### src/rtl/pipe_stage_reg.sv
`default_nettype none
// ============================================================================
//  Module      : pipe_stage_reg
//  Description : Two-entry skid-buffered pipeline register stage carrying a
//                control bundle plus NUM_CH data channels. Supports flush,
//                NOP bubble insertion and a saturating upstream-stall counter.
//                in_ready depends only on local state, Flush and Bubble.
//  Revision    : 1.0 - initial release
// ============================================================================
module pipe_stage_reg #(
  parameter int CTRL_W = 36,
  parameter int DATA_W = 32,
  parameter int NUM_CH = 8,
  parameter int CNT_W  = 16
) (
  input  logic                     Clk,
  input  logic                     Rst_n,
  input  logic                     in_valid,
  output logic                     in_ready,
  input  logic [CTRL_W-1:0]        in_ctrl,
  input  logic [NUM_CH*DATA_W-1:0] in_data,
  output logic                     out_valid,
  input  logic                     out_ready,
  output logic [CTRL_W-1:0]        out_ctrl,
  output logic [NUM_CH*DATA_W-1:0] out_data,
  input  logic                     Flush,
  input  logic                     Bubble,
  output logic [1:0]               occupancy,
  output logic [CNT_W-1:0]         stall_cnt
);

  localparam int c_bus_w = NUM_CH * DATA_W;

  typedef enum logic [1:0] {
    ST_EMPTY = 2'd0,
    ST_ONE   = 2'd1,
    ST_TWO   = 2'd2
  } state_t;

  state_t              r_state,      w_state_nxt;
  logic                r_main_valid, w_main_valid_nxt;
  logic [CTRL_W-1:0]   r_main_ctrl,  w_main_ctrl_nxt;
  logic [c_bus_w-1:0]  r_main_data,  w_main_data_nxt;
  logic                r_skid_valid, w_skid_valid_nxt;
  logic [CTRL_W-1:0]   r_skid_ctrl,  w_skid_ctrl_nxt;
  logic [c_bus_w-1:0]  r_skid_data,  w_skid_data_nxt;
  logic [CNT_W-1:0]    r_stall_cnt;

  logic                w_in_ready;
  logic                w_pop;
  logic                w_push;
  logic                w_bub_push;
  logic                w_load;
  logic [CTRL_W-1:0]   w_ld_ctrl;
  logic [c_bus_w-1:0]  w_ld_data;

  // Handshake decode: a bubble is a push of a NOP beat, allowed whenever the
  // post-pop occupancy leaves room, and it never coexists with a real push.
  always_comb begin
    w_in_ready = (r_state != ST_TWO) & ~Flush & ~Bubble;
    w_pop      = r_main_valid & out_ready;
    w_push     = in_valid & w_in_ready;
    w_bub_push = Bubble & ~Flush & ((r_state != ST_TWO) | w_pop);
    w_load     = w_push | w_bub_push;
    w_ld_ctrl  = w_bub_push ? '0 : in_ctrl;
    w_ld_data  = w_bub_push ? '0 : in_data;
  end

  // Next-state and next-entry logic; Flush overrides everything else.
  always_comb begin
    w_state_nxt      = r_state;
    w_main_valid_nxt = r_main_valid;
    w_main_ctrl_nxt  = r_main_ctrl;
    w_main_data_nxt  = r_main_data;
    w_skid_valid_nxt = r_skid_valid;
    w_skid_ctrl_nxt  = r_skid_ctrl;
    w_skid_data_nxt  = r_skid_data;
    if (Flush) begin
      w_state_nxt      = ST_EMPTY;
      w_main_valid_nxt = 1'b0;
      w_main_ctrl_nxt  = '0;
      w_skid_valid_nxt = 1'b0;
      w_skid_ctrl_nxt  = '0;
    end else begin
      case (r_state)
        ST_EMPTY: begin
          if (w_load) begin
            w_main_valid_nxt = 1'b1;
            w_main_ctrl_nxt  = w_ld_ctrl;
            w_main_data_nxt  = w_ld_data;
            w_state_nxt      = ST_ONE;
          end
        end
        ST_ONE: begin
          if (w_load && w_pop) begin
            w_main_ctrl_nxt  = w_ld_ctrl;
            w_main_data_nxt  = w_ld_data;
          end else if (w_load) begin
            w_skid_valid_nxt = 1'b1;
            w_skid_ctrl_nxt  = w_ld_ctrl;
            w_skid_data_nxt  = w_ld_data;
            w_state_nxt      = ST_TWO;
          end else if (w_pop) begin
            // Data is intentionally left stale; only ctrl is scrubbed.
            w_main_valid_nxt = 1'b0;
            w_main_ctrl_nxt  = '0;
            w_state_nxt      = ST_EMPTY;
          end
        end
        ST_TWO: begin
          if (w_pop) begin
            w_main_ctrl_nxt = r_skid_ctrl;
            w_main_data_nxt = r_skid_data;
            if (w_bub_push) begin
              // Skid drains into main and the NOP refills skid.
              w_skid_ctrl_nxt = '0;
              w_skid_data_nxt = '0;
            end else begin
              w_skid_valid_nxt = 1'b0;
              w_state_nxt      = ST_ONE;
            end
          end
        end
        default: begin
          w_state_nxt      = ST_EMPTY;
          w_main_valid_nxt = 1'b0;
          w_skid_valid_nxt = 1'b0;
        end
      endcase
    end
  end

  // State and entry registers.
  always_ff @(posedge Clk or negedge Rst_n) begin
    if (!Rst_n) begin
      r_state      <= ST_EMPTY;
      r_main_valid <= 1'b0;
      r_main_ctrl  <= '0;
      r_main_data  <= '0;
      r_skid_valid <= 1'b0;
      r_skid_ctrl  <= '0;
      r_skid_data  <= '0;
    end else begin
      r_state      <= w_state_nxt;
      r_main_valid <= w_main_valid_nxt;
      r_main_ctrl  <= w_main_ctrl_nxt;
      r_main_data  <= w_main_data_nxt;
      r_skid_valid <= w_skid_valid_nxt;
      r_skid_ctrl  <= w_skid_ctrl_nxt;
      r_skid_data  <= w_skid_data_nxt;
    end
  end

  // Saturating count of cycles where upstream offers a beat that is refused.
  always_ff @(posedge Clk or negedge Rst_n) begin
    if (!Rst_n) begin
      r_stall_cnt <= '0;
    end else if (in_valid && !w_in_ready && (r_stall_cnt != {CNT_W{1'b1}})) begin
      r_stall_cnt <= r_stall_cnt + CNT_W'(1);
    end
  end

  assign in_ready  = w_in_ready;
  assign out_valid = r_main_valid;
  assign out_ctrl  = r_main_ctrl;
  assign out_data  = r_main_data;
  assign occupancy = r_state;
  assign stall_cnt = r_stall_cnt;

endmodule
`default_nettype wire

### config.mk
export PLATFORM = sky130hd
export DESIGN_NAME = pipe_stage_reg
export DESIGN_NICKNAME = d
export VERILOG_FILES = /design/src/rtl/pipe_stage_reg.sv
export SDC_FILE = /design/constraint.sdc
export NUM_CORES = 1
export LEC_CHECK = 0
export CORE_ASPECT_RATIO = 0.5
export CORE_MARGIN = 1.5
export CORE_UTILIZATION = 52
export CTS_CLUSTER_DIAMETER = 150
export CTS_CLUSTER_SIZE = 40
export DETAILED_ROUTE_END_ITERATION = 10
export DONT_BUFFER_PORTS = 1
export PLACE_DENSITY = 0.67
export SLEW_MARGIN = 20
export SYNTH_ARGS = -nofsm -noshare
export SYNTH_HDL_FRONTEND = slang
export SYNTH_SLANG_ARGS = --single-unit
### constraint.sdc
create_clock -name Clk -period 3.5 [get_ports Clk]
set_input_delay 0.175 -clock Clk [delete_from_list [all_inputs] [get_ports Clk]]
set_output_delay 0.175 -clock Clk [all_outputs]
set_load 0.005 [all_outputs]
==> flow_summary.toml <==
[power]
p_sw_uw = 7080
seq_power_share_pct = 60.3
leakage_uw = 0.0130
pwr-share-clk_pct = 15.0
power.density_mw_per_mm2 = 697
comb_power_share_pct = 24.7
worst_ir_drop_vdd_v = 0.000368
intPower_uw = 13500
swShare_pct = 34.4

[routing]
drt_iter0_markers = 1329
drc = 0
viasPerCell = 5.48
dr.pass1.iters = 4
dr_total_vias = 17500
postRouteWirelength_um = 61700
ant_nets = 0
avgRoutedWirePerCell_um = 19.3

[sta]
relSlewSlack_pct = -65.4
final_hold_viol_count = 603
finalCritPeriodShare_pct = 88.7
tightest_slew_ps = 2480
setup_violations = 0
grt_setup_unrepaired = "false"
tns_ps = 0
fin_crit_ps = 3110
skew_ps = 56.2
holdWs_ps = -722
max_freq_mhz = 322
maxSlewViolCount = 482

[critical_path]
crit_fanout = 42
path_cells = "inv_1, ha_1, a21boi_0, a22oi_1, nor2_4, buf_12, buf_4, mux2_2"
cp-end-kind = "flop"
start_kind = "flop"
required_ps = 3980
path_delay_family = "compound AO/OA/AOI/OAI gates"
slowest_stage = "a21boi_0"
critPathBufInv = 3
arrival_ps = 3580
crit_type = "reg2reg"
max_stage_delay_ps = 640

[floorplanning]
die_y_um = 160
initial_core_util_pct = 52.8
rows = 57
io_pins = 610
die_w_um = 318
fp.coreArea_mm2 = 0.0487
fp.dieArea_mm2 = 0.0509

[clock_network]
clock_sinks = 603
cts_post_setup_buffers_inserted = 0
numCtsBuffers = 19
cts-root-buf = "clkbuf_16"
clk_pin_slew_worst_paths_ps = 140
ctsHoldBuffers = 297
max-clock-path-buffers = 3
cts_tree = "built"
htreeDepth = 1
ctsResizeCount = 0
worstSkewPairLatency_ps = 580

[run_status]
run_status = "complete, but fails checks"
violations = "negative hold slack, max-slew violations"

[job]
maxCapViolCount = 0

[global_route]
grt_max_degree = 604
grt-ovfl-total = 0
grt_usage_pct = 23.8
grt_pass1_wl_um = 98600
antenna_found_initial = 4
grt_pass1_vias = 17600

[placed_design]
io_buffers = 0
hpwlAfterDp_um = 38800
finalWeightedCongestion = 0.846

[logic_synthesis]
async_flop_share_pct = 100
synth_seq_cells = 603
ys.warnings.count = 0
yosysMostFrequentCell = "dfrtp_1"
syn_area_per_cell_um2 = 10.8
netlist_instances = 2375
netlist_top_cells_area = "dfrtp_1 59%, mux2_2 8.0%, and2_1 6.2%"
synth_edf_count = 0
synth_cell_types = 44
synthTopCellsByCount = "603 x dfrtp_1, 338 x nand2_1, 261 x a21oi_1"
netlist_area_mm2 = 0.0257
synth_nets = 2678
synth_top_area_share_pct = 58.6
yosys_most_used_dff = "dfrtp_1"
synth_seq_area_share_pct = 58.6
synth_top_cell_by_area = "dfrtp_1"

[layout]
fillers = 3921
final_util_pct = 60.6
multi_input_area_mm2 = 0.00964
final-seq-area_mm2 = 0.0151
syn2layout_area_growth_pct = 14.7
nets = 2853
layout-drive-gt1-share_pct = 9.34

[worst_hold_path]
holdCritPathClass = "in2async"
logic make-up after synthesis:
kind of cell | synth area share [%]
DFF | 58.6
and+or+nand+nor | 12.3
xor gates and xnor gates | 0.442
AOI/OAI and AO/OA | 12.9
adders and majority gates | 0.243
buffers and inverters | 4.14
muxes | 11.3
cell usage in the layout, fill, tap and decap left out, drive strengths merged, types with 2 or more instances in the layout:
cell type / instances
dfrtp: 603
nand3: 8
diode: 4
nor3: 7
a21oi: 261
nor2b: 2
inv: 41
and2: 257
clkbuf: 19
nand4: 6
and3: 3
nand2: 338
nor3b: 2
dlygate4sd3: 297
ha: 5
xor2: 2
nor4: 3
mux2: 258
a31oi: 2
nor2: 11
xnor2: 11
a22oi: 36
buf: 25
nand2b: 5
o21ai: 332
power by group through the flow:
stage / sequential [uW] / combinational [uW] / clock (uW)
6_report: 12400 / 5080 / 3080
5_1_grt: 12700 / 5790 / 3420
2_1_floorplan: 11600 / 4190 / 0
3_3_place_gp: 12500 / 4570 / 0
4_1_cts: 12400 / 5090 / 3210
3_5_place_dp: 12600 / 4800 / 0
layer usage:
| layer | global-route usage (%) | part of all wire (%) | up-vias |
|---|---|---|---|
| li1 | - | - | 8350 |
| met2 | 41.1 | 51 | 417 |
| met1 | 30.1 | 40 | 8624 |
| met5 | 0 | 0 | - |
| met3 | 3.54 | 3.6 | 149 |
| met4 | 10.7 | 5.2 | 0 |
path summary, 6_finish.rpt:
kind | startpoint | end | slack (ps) | cells after the start
min in group Clk | Bubble | out_data[196] | 50 | 4
setup reg to reg | occupancy[1] | r_skid_data[32] | 390 | 8
max in group asynchronous | Rst_n | r_skid_data[165] | 2280 | 0
hold / removal | Rst_n | out_data[225] | -720 | 0
hold reg to reg | r_skid_ctrl[17] | r_skid_ctrl[17] | 500 | 2
setup / recovery | occupancy[1] | r_skid_data[32] | 390 | 8
metrics by stage:
step                cells  setup WS [ps]  instance area [um2]  total power, uW
detailed placement   2880            440                26000            17400
floorplan            2375           1180                25700            15700
CTS                  3197            423                29500            20700
global placement     2880            515                26000            17000
finish               3202            394                29500            20600
global route         3202            182                29500            21900
layout make-up:
cell class / count / area share [%]
Tap cell: 649 / 2.75
Sequential cell: 603 / 51.1
Clock inverter: 1 / 0.102
Multi-Input combinational cell: 1563 / 32.7
Antenna cell: 4 / 0.0339
Timing Repair Buffer: 322 / 11.2
Clock buffer: 19 / 1.61
Inverter: 41 / 0.521
sequential cells by signal (all words and copies together) (netlist names):
signal,count
out_data,256
r_skid_data,256
out_ctrl,36
r_skid_ctrl,36
stall_cnt,16
occupancy,2
out_valid,1
(Power assumes the default switching activity.)
